$ cat src/rtl/pwm_multi_gen_pkg.sv
// Shared defaults and encodings for the multi-generator PWM peripheral.
// Active TOP resets to all-ones so an unconfigured generator runs its longest period.
package pwm_multi_gen_pkg;

    localparam int DEF_N_GEN = 2;
    localparam int DEF_N_CH  = 2;
    localparam int DEF_N_OUT = 8;
    localparam int DEF_CNT_W = 8;
    localparam int DEF_DIV_W = 4;

    typedef enum logic {
        MODE_EDGE   = 1'b0,
        MODE_CENTER = 1'b1
    } pwm_mode_e;

    // Prescaler must reach 2^(2^div_w - 1) - 1 for the largest exponent.
    function automatic int pre_width(input int div_w);
        return (1 << div_w) - 1;
    endfunction

endpackage

$ cat src/rtl/pwm_multi_gen_core.sv
// One PWM generator: prescaler, edge/center counter, shadowed configuration
// committed only at period boundaries, and N_CH compare channels.
module pwm_multi_gen_core
    import pwm_multi_gen_pkg::*;
#(
    parameter int N_CH  = DEF_N_CH,
    parameter int CNT_W = DEF_CNT_W,
    parameter int DIV_W = DEF_DIV_W
) (
    input  logic                  i_clk,
    input  logic                  i_rst_n,
    input  logic                  i_en,
    input  logic                  i_center,
    input  logic [DIV_W-1:0]      i_div,
    input  logic [CNT_W-1:0]      i_top,
    input  logic [N_CH*CNT_W-1:0] i_duty,
    input  logic                  i_cfg_load,
    output logic                  o_pending,
    output logic                  o_period_start,
    output logic [N_CH-1:0]       o_ch_sig
);

    localparam int PRE_W = pre_width(DIV_W);

    logic [PRE_W-1:0]      r_pre;
    logic [CNT_W-1:0]      r_cnt;
    logic                  r_down;
    logic                  r_pending;
    logic                  r_pstart;
    logic [CNT_W-1:0]      r_top;
    logic [N_CH*CNT_W-1:0] r_duty;
    logic [DIV_W-1:0]      r_div;
    pwm_mode_e             r_mode;

    logic [PRE_W-1:0] w_pre_max;
    logic             w_tick;
    logic [CNT_W-1:0] w_cnt_nxt;
    logic             w_down_nxt;
    logic             w_boundary;
    logic             w_commit;

    assign w_pre_max = ~({PRE_W{1'b1}} << r_div);
    assign w_tick    = (r_pre == w_pre_max);

    always_comb begin
        w_cnt_nxt  = '0;
        w_down_nxt = 1'b0;
        if (r_mode == MODE_EDGE) begin
            w_cnt_nxt = (r_cnt == r_top) ? '0 : r_cnt + 1'b1;
        end else if (r_top == '0) begin
            w_cnt_nxt = '0;
        end else if (!r_down && (r_cnt != r_top)) begin
            w_cnt_nxt = r_cnt + 1'b1;
        end else begin
            w_cnt_nxt  = r_cnt - 1'b1;
            w_down_nxt = (w_cnt_nxt != '0);
        end
    end

    // In both modes the boundary is exactly the tick whose next count is 0.
    assign w_boundary = i_en & w_tick & (w_cnt_nxt == '0);
    assign w_commit   = (r_pending | i_cfg_load) & (w_boundary | ~i_en);

    always_ff @(posedge i_clk or negedge i_rst_n) begin
        if (!i_rst_n) begin
            r_pre     <= '0;
            r_cnt     <= '0;
            r_down    <= 1'b0;
            r_pending <= 1'b0;
            r_pstart  <= 1'b0;
            r_top     <= '1;
            r_duty    <= '0;
            r_div     <= '0;
            r_mode    <= MODE_EDGE;
        end else begin
            r_pstart <= w_boundary;
            if (w_commit) begin
                r_top     <= i_top;
                r_duty    <= i_duty;
                r_div     <= i_div;
                r_mode    <= pwm_mode_e'(i_center);
                r_pending <= 1'b0;
                r_pre     <= '0;
                r_cnt     <= '0;
                r_down    <= 1'b0;
            end else begin
                r_pending <= r_pending | i_cfg_load;
                if (!i_en) begin
                    r_pre  <= '0;
                    r_cnt  <= '0;
                    r_down <= 1'b0;
                end else if (w_tick) begin
                    r_pre  <= '0;
                    r_cnt  <= w_cnt_nxt;
                    r_down <= w_down_nxt;
                end else begin
                    r_pre <= r_pre + 1'b1;
                end
            end
        end
    end

    always_comb begin
        o_ch_sig = '0;
        for (int c = 0; c < N_CH; c++) begin
            o_ch_sig[c] = i_en & (r_cnt < r_duty[c*CNT_W +: CNT_W]);
        end
    end

    assign o_pending      = r_pending;
    assign o_period_start = r_pstart;

endmodule

$ cat src/rtl/pwm_multi_gen.sv
// Multi-generator PWM peripheral: N_GEN generator cores whose channels are
// routed to N_OUT registered pins through a per-pin source select.
module pwm_multi_gen
    import pwm_multi_gen_pkg::*;
#(
    parameter int N_GEN = DEF_N_GEN,
    parameter int N_CH  = DEF_N_CH,
    parameter int N_OUT = DEF_N_OUT,
    parameter int CNT_W = DEF_CNT_W,
    parameter int DIV_W = DEF_DIV_W,
    parameter int SEL_W = $clog2(N_GEN*N_CH)
) (
    input  logic                        i_clk,
    input  logic                        i_rst_n,
    input  logic [N_GEN-1:0]            i_gen_en,
    input  logic [N_GEN-1:0]            i_gen_center,
    input  logic [N_GEN*DIV_W-1:0]      i_gen_div,
    input  logic [N_GEN*CNT_W-1:0]      i_gen_top,
    input  logic [N_GEN*N_CH*CNT_W-1:0] i_duty,
    input  logic [N_GEN-1:0]            i_cfg_load,
    input  logic [N_OUT-1:0]            i_en_out,
    input  logic [N_OUT-1:0]            i_en_pwm_out,
    input  logic [N_OUT*SEL_W-1:0]      i_out_sel,
    output logic [N_GEN-1:0]            o_cfg_pending,
    output logic [N_GEN-1:0]            o_period_start,
    output logic [N_OUT-1:0]            o_out
);

    localparam int N_SRC = N_GEN * N_CH;

    logic [N_SRC-1:0]        w_sig;
    logic [(1<<SEL_W)-1:0]   w_sig_ext;
    logic [N_OUT-1:0]        r_out;

    for (genvar g = 0; g < N_GEN; g++) begin : g_gen
        pwm_multi_gen_core #(
            .N_CH  (N_CH),
            .CNT_W (CNT_W),
            .DIV_W (DIV_W)
        ) u_core (
            .i_clk          (i_clk),
            .i_rst_n        (i_rst_n),
            .i_en           (i_gen_en[g]),
            .i_center       (i_gen_center[g]),
            .i_div          (i_gen_div[g*DIV_W +: DIV_W]),
            .i_top          (i_gen_top[g*CNT_W +: CNT_W]),
            .i_duty         (i_duty[g*N_CH*CNT_W +: N_CH*CNT_W]),
            .i_cfg_load     (i_cfg_load[g]),
            .o_pending      (o_cfg_pending[g]),
            .o_period_start (o_period_start[g]),
            .o_ch_sig       (w_sig[g*N_CH +: N_CH])
        );
    end

    // Unused select codes read a zero-padded source vector.
    always_comb begin
        w_sig_ext            = '0;
        w_sig_ext[N_SRC-1:0] = w_sig;
    end

    always_ff @(posedge i_clk or negedge i_rst_n) begin
        if (!i_rst_n) begin
            r_out <= '0;
        end else begin
            for (int i = 0; i < N_OUT; i++) begin
                r_out[i] <= (i_en_out[i] & i_en_pwm_out[i]) ?
                            w_sig_ext[i_out_sel[i*SEL_W +: SEL_W]] : i_en_out[i];
            end
        end
    end

    assign o_out = r_out;

endmodule

$ cat config.mk
export PLATFORM = sky130hd
export DESIGN_NAME = pwm_multi_gen
export DESIGN_NICKNAME = d
export VERILOG_FILES = /design/src/rtl/pwm_multi_gen_pkg.sv /design/src/rtl/pwm_multi_gen_core.sv /design/src/rtl/pwm_multi_gen.sv
export SDC_FILE = /design/constraint.sdc
export NUM_CORES = 1
export LEC_CHECK = 0
export ABC_AREA = 1
export BUFFER_PORTS_ARGS = -buffer_cell sky130_fd_sc_hd__buf_2
export CAP_MARGIN = 15
export CORE_MARGIN = 4
export CORE_UTILIZATION = 39
export CTS_BUF_LIST = sky130_fd_sc_hd__clkbuf_16
export CTS_CLUSTER_DIAMETER = 60
export DETAILED_ROUTE_END_ITERATION = 8
export HOLD_SLACK_MARGIN = 0.08
export PLACE_DENSITY_LB_ADDON = 0.05
export SLEW_MARGIN = 10
export SYNTH_ARGS = -nofsm -noshare
export SYNTH_HDL_FRONTEND = slang
export SYNTH_SLANG_ARGS = --single-unit
$ cat constraint.sdc
create_clock -name i_clk -period 2.8 [get_ports i_clk]
set_input_delay 0.42 -clock i_clk [delete_from_list [all_inputs] [get_ports i_clk]]
set_output_delay 0.42 -clock i_clk [all_outputs]
set_load 0.05 [all_outputs]
==> impl_metrics.ini, run 1 <==
[worst_setup_path]
crit_path_cell_trace = inv_2, ha_1, nand2_1, nor2_1, nand3_1, xor2_1, nand2_1, nand2_1, nand2_1, nand2_1, nand2_1, nor2_1, nand2_1, nand2_1, nand2_1, buf_12, nand2_1, nand2_1
worst-setup-path-type = flip-flop to flip-flop
critical_path_required_ps = 3110
path_max_fanout = 24
cp.arrival_ps = 2840
critPathMaxStageDelay_ps = 480
critPathLaunchType = flip-flop
cp_slowest_cell = dfrtp_1
crit_path_end_kind = flip-flop
rrSetupSlack_ps = 260
path_common_cell = nand2_1

[clock_tree]
insertion_delay_ps = 420
cts_sinks = 118
clockRootBuffer = clkbuf_16
ctsLongestPathBuffers = 2
numCtsBuffers = 17
post_cts_resized = 0
tritoncts = yes
post_cts_buffers = 0
clk_pin_slew_ps = 60
cts_max_level = 4
ctsHoldBuffers = 0

[die]
core-area_um2 = 19500
die_h_um = 149
fp.dieW_um = 149
io_pins = 108
dieArea_um2 = 22200
num_rows = 51
initial_core_util = 0.398

[timing]
finalMaxSlewViolations = 0
finClkSkew_ps = 10.9
rsz0062_at_grt = false
tightest_slew_ps = 812
final.min_clock_period_ps = 2540
fmax_mhz = 394
finalCritPeriodShare = 0.905
tns_ps = 0
hold_viol = 0
finalSetupViolations = 0
max-slew-margin-rel = 0.458

[power]
p_leak_nw = 4.89
power_density_nw_per_um2 = 563
clkPwrFrac = 0.403
switching_share = 0.324
internal_power_mw = 3.49
p_sw_mw = 1.68
peakVddDrop_uv = 347
seq_power_share = 0.389
pwr-share-comb = 0.208

[synthesis]
avgSynthCellArea_um2 = 7.00
synth_nets = 1241
synth_cells = 1109
synth_warnings = 0
seq_area_frac_synth = 0.383
ys_types = 31
ys_seq_elements = 118
synth_area_um2 = 7770

[layout]
final_common_cell = nand2_1
final_cell_mix = nand2_1, nand3_1, inv_1
final_util = 0.471
areaGrowthSynthToFinish_pct = 18.3
diodes = 0
fin_nets = 1345
drive_above_1_share = 0.157

[detailed_routing]
drcViolationCount = 0
drtIter0Drc = 398
drtAntennaViolNets = 0
dr.pass1.iters = 5
num_vias = 7150
wirelength_um = 20100
wl_per_cell_um = 13.5
routed_via_density = 4.80

[placed_design]
gp_congestion = 0.899
dp_hpwl_um = 14800
io_buffers = 107

[global_route]
overflow = 0
grt_max_degree = 119
grt_usage = 0.189
grt_pass1_vias = 7016
grt_pass1_wl_um = 33800
antenna_found_initial = 3

[min_path]
hp-class = primary input to asynchronous set/reset pin

[flow_run]
maxCapViolations = 0

[outcome]
status = finished clean
[cell families (layout without fill, tap and decap cells)]
logic type	count (synthesis)	after routing	synth area share
and+or+nand+nor	666	666	0.366
buffers and inverters	170	287	0.0899
DFF	118	118	0.383
AOI/OAI and AO/OA	68	68	0.0461
xor gates and xnor gates	50	50	0.0564
adders and majority gates	36	36	0.0580
muxes	1	1	0.00129
[power by group through the flow]
stage	registers (mW)	logic, mW	clock network [mW]
CTS	2.01	1.09	2.13
finish	2.01	1.08	2.08
floorplan	2.02	0.762	0
global placement	2.04	1.08	0
global route	2.04	1.25	2.21
detailed placement	2.04	1.08	0
[critical path: cells and delay by family (launching register included)]
kind | cells | cell delay (ps)
flops | 1 | 480
buf+inv | 2 | 310
xor+xnor | 1 | 240
fa+ha+maj | 1 | 190
simple gates | 14 | 1200
[Yosys cell counts]
cell type  instances  share of area
a21oi_1           33          0.021
a31oi_1            2         0.0016
and2_1             8         0.0064
buf_2             18          0.012
buf_4              6         0.0058
buf_6              2         0.0029
clkbuf_1          14         0.0068
dfrtp_1          102           0.33
dfstp_2           16          0.054
ha_1              36          0.058
inv_1            120          0.058
inv_2             10         0.0048
mux2i_1            1         0.0013
nand2_1          342           0.17
nand2_2            5         0.0040
nand3_1          151          0.097
nand3b_1           4         0.0039
nand4_1           20          0.016
nor2_1           114          0.055
nor2_2             2         0.0016
nor2_4             1         0.0014
nor3_1            10         0.0064
nor3b_1            5         0.0048
nor4_1             1        0.00081
o2111ai_1          4         0.0045
o21ai_0           25          0.016
o21ai_1            4         0.0026
or2_1              2         0.0016
or2_2              1        0.00081
xnor2_1           11          0.012
xor2_1            39          0.044
[path summary, 6_finish.rpt]
check	startpoint	endpoint	depth (start not counted)
worst max-delay path	g_gen[1].u_core.r_cnt[1]$_DFFE_PN0P_	g_gen[1].u_core.r_duty[9]$_DFFE_PN0N_	18
worst min-delay path	i_rst_n	g_gen[0].u_core.r_duty[1]$_DFFE_PN0N_	2
worst max register to register	g_gen[1].u_core.r_cnt[1]$_DFFE_PN0P_	g_gen[1].u_core.r_duty[9]$_DFFE_PN0N_	18
worst min register to register	g_gen[1].u_core.r_pre[0]$_DFF_PN0_	g_gen[1].u_core.r_pre[0]$_DFF_PN0_	1
max in group asynchronous	i_rst_n	g_gen[0].u_core.r_pre[7]$_DFF_PN0_	2
min in group i_clk	i_en_out[5]	o_out[5]$_DFF_PN0_	2
[state kept, by name (all words and copies together) (netlist names), 8 cells and up]
signal / flops
g_gen.u_core.r_div: 8
o_out: 8
g_gen.u_core.r_pre: 30
g_gen.u_core.r_top: 16
g_gen.u_core.r_duty: 32
g_gen.u_core.r_cnt: 16
[through the flow]
step                      instances  cell area, µm²  power [mW]  hold WS [ps]  setup slack [ps]
after floorplan                1109            7770        2.78           124               571
after global placement         1459            8620        3.13           451               236
after detailed placement       1459            8620        3.12           459               246
after CTS                      1491            9190        5.24           114               224
after global routing           1491            9190        5.50           143              4.58
final                          1491            9190        5.17          29.8               265
[metal layers]
layer | up-vias | global-route usage | wire (µm)
met5 | - | 0 | 34
met3 | 19 | 0.0507 | 1010
met1 | 3258 | 0.249 | 9670
li1 | 3730 | - | -
met4 | 6 | 0.0462 | 195
met2 | 137 | 0.310 | 9210
[final cells by class]
cell class	instances	area, µm²
Clock buffer	17	425
Fill cell	2032	10300
Tap cell	265	332
Multi-Input combinational cell	821	4100
Clock inverter	15	135
Inverter	130	490
Timing Repair Buffer	125	739
Sequential cell	118	2970
(Power assumes the default switching activity.)
==> run 2, diff against run 1 <==
--- a/config.mk
+++ b/config.mk
@@ -9,9 +9,10 @@
 export BUFFER_PORTS_ARGS = -buffer_cell sky130_fd_sc_hd__buf_2
 export CAP_MARGIN = 15
 export CORE_MARGIN = 4
-export CORE_UTILIZATION = 39
+export CORE_UTILIZATION = 40
 export CTS_BUF_LIST = sky130_fd_sc_hd__clkbuf_16
 export CTS_CLUSTER_DIAMETER = 60
+export CTS_CLUSTER_SIZE = 12
 export DETAILED_ROUTE_END_ITERATION = 8
 export HOLD_SLACK_MARGIN = 0.08
 export PLACE_DENSITY_LB_ADDON = 0.05
==> constraint.sdc (replaced) <==
create_clock -name i_clk -period 2.2 [get_ports i_clk]
set_input_delay 0.33 -clock i_clk [delete_from_list [all_inputs] [get_ports i_clk]]
set_output_delay 0.33 -clock i_clk [all_outputs]
set_load 0.05 [all_outputs]
==> impl_metrics.ini, run 2 (same netlist as run 1, synthesis figures left out) <==
[outcome]
status = finished, violations left
failed_checks = setup timing

[layout]
regArea_um2 = 2990
fin_nets = 1494
multi_input_area_um2 = 4850
top_register = g_gen.u_core.r_duty
drive_above_1_share = 0.372
final_cell_mix = nand2_1, buf_4, nand3_1, inv_1, buf_2
areaGrowthSynthToFinish_pct = 46.9
largest_reg_flops = 32
reg.largest.list = g_gen.u_core.r_duty: 32 flops, g_gen.u_core.r_pre: 30 flops
fill_cells = 1790
diodes = 0
final_common_cell = nand2_1

[clock_tree]
ctsLongestPathBuffers = 2
cts_max_level = 4
tritoncts = yes
clk_pin_slew_ps = 60
clockRootBuffer = clkbuf_16
insertion_delay_ps = 420
numCtsBuffers = 17
cts_sinks = 118

[die]
num_rows = 50
core-area_um2 = 18900
io_pins = 108
initial_core_util = 0.411
dieArea_um2 = 21700
die_h_um = 147
fp.dieW_um = 147

[global_route]
grt_usage = 0.212
overflow = 0
grt_pass1_wl_um = 37500
grt_pass1_vias = 7786
antenna_found_initial = 1
grt_max_degree = 43

[timing]
finalMaxSlewViolations = 0
hold_viol = 0
fmax_mhz = 416
finalCritPeriodShare = 1.09
final.min_clock_period_ps = 2400
finClkSkew_ps = 10.2
max-slew-margin-rel = 0.612
finalSetupViolations = 66
rsz0062_at_grt = true
layout_setup_ws_ps = -201
tightest_slew_ps = 583

[worst_setup_path]
critPathLaunchType = flip-flop
cp.arrival_ps = 2710
path_max_fanout = 6
crit_path_end_kind = flip-flop
critical_path_required_ps = 2510
worst-setup-path-type = flip-flop to flip-flop

[detailed_routing]
drtIter0Drc = 398
drtAntennaViolNets = 0
wirelength_um = 23100
drcViolationCount = 0
num_vias = 7832
routed_via_density = 4.79
dr.pass1.iters = 5
wl_per_cell_um = 14.1

[placed_design]
gp_congestion = 0.877
io_buffers = 107
dp_hpwl_um = 16100
dp_slack_ps = -159

[flow_run]
maxCapViolations = 0

[power]
p_leak_nw = 5.94
finalPower_mw = 7.68
power_density_nw_per_um2 = 673
peakVddDrop_uv = 493

[min_path]
hp-class = primary input to flip-flop
run 2: cell count changes in the layout (fill, tap and decap cells not counted), moves of 12 or more:
| cell | previous run | this run |
|---|---|---|
| buf_4 | 13 | 133 |
| nand3_1 | 151 | 118 |
| nand2_2 | 5 | 56 |
| nand2_1 | 342 | 259 |
| nor2_2 | 2 | 21 |
| nand3_2 | 0 | 31 |
| dfrtp_2 | 0 | 12 |
| nand2_4 | 0 | 30 |
| dfrtp_1 | 102 | 90 |
| buf_6 | 1 | 16 |
| nor2_1 | 114 | 90 |
run 2: timing repair:
action | 4_1_cts | 5_1_grt
buffers inserted | 26 | 7
pin swaps | 4 | 39
endpoints found under the hold margin | 30 | 0
gates cloned | 6 | 4
hold buffers | 1 | 0
setup endpoints to repair | 66 | 99
gates resized for setup | 105 | 142
run 2: worst paths after layout:
check / cells after the start / end / start / slack [ps]
setup / recovery: 16 / g_gen[0].u_core.r_duty[6]$_DFFE_PN0N_ / g_gen[0].u_core.r_top[6]$_DFFE_PN1N_ / -200
hold / removal: 3 / g_gen[1].u_core.r_top[0]$_DFFE_PN1N_ / i_gen_top[8] / 110
setup reg to reg: 16 / g_gen[0].u_core.r_duty[6]$_DFFE_PN0N_ / g_gen[0].u_core.r_top[6]$_DFFE_PN1N_ / -200
hold reg to reg: 1 / g_gen[1].u_core.r_pre[0]$_DFF_PN0_ / g_gen[1].u_core.r_pre[0]$_DFF_PN0_ / 460
max in group asynchronous: 3 / g_gen[1].u_core.r_top[1]$_DFFE_PN1N_ / i_rst_n / 1020
min in group asynchronous: 2 / g_gen[0].u_core.r_pre[7]$_DFF_PN0_ / i_rst_n / 460
run 2: worst max-delay path, cell delays in order (launching register included):
cell and delay [ps]:
dfstp_2 570, xnor2_2 110, nand2_1 80, nor2_2 170, nand2_4 110, buf_6 150, nand4_1 60, nand2_1 60
nor2_1 130, nand2_1 80, nor2_2 120, nand2_2 90, nand2_4 130, nand2_8 110, clkbuf_16 210, nand2_1 50
nand2_1 40
run 2: metal layers:
layer | part of all wire | global-route usage | vias to the layer above
met5 | 0.00056 | 0 | -
met4 | 0.015 | 0.0587 | 2
met3 | 0.051 | 0.0453 | 29
met2 | 0.47 | 0.352 | 167
met1 | 0.46 | 0.282 | 3602
li1 | - | - | 4032
run 2: power by group:
part	internal, mW	leakage (nW)	total (mW)	switching [mW]
Sequential	2.39	1.48	2.59	0.200
Combinational	0.974	4.15	2.10	1.13
Clock	1.90	0.301	2.99	1.09
Total	5.27	5.94	7.68	2.41
run 2: area by class of cell:
type	count	share of cell area
Clock buffer	17	0.0373
Clock inverter	15	0.0179
Inverter	130	0.0432
Multi-Input combinational cell	821	0.425
Sequential cell	118	0.262
Tap cell	260	0.0285
Timing Repair Buffer	274	0.186
run 2: per-stage QoR:
stage               area, µm²  setup TNS (ps)  hold WS (ps)  utilization  std cells
global placement         9430           -5510           363        0.499       1560
detailed placement       9430           -5980           360        0.499       1560
floorplan                7770               0          34.4            -       1109
CTS                     10800           -2290          99.3        0.570       1625
finish                  11400           -9440           110        0.604       1635
global route            11400          -17670           106        0.604       1635
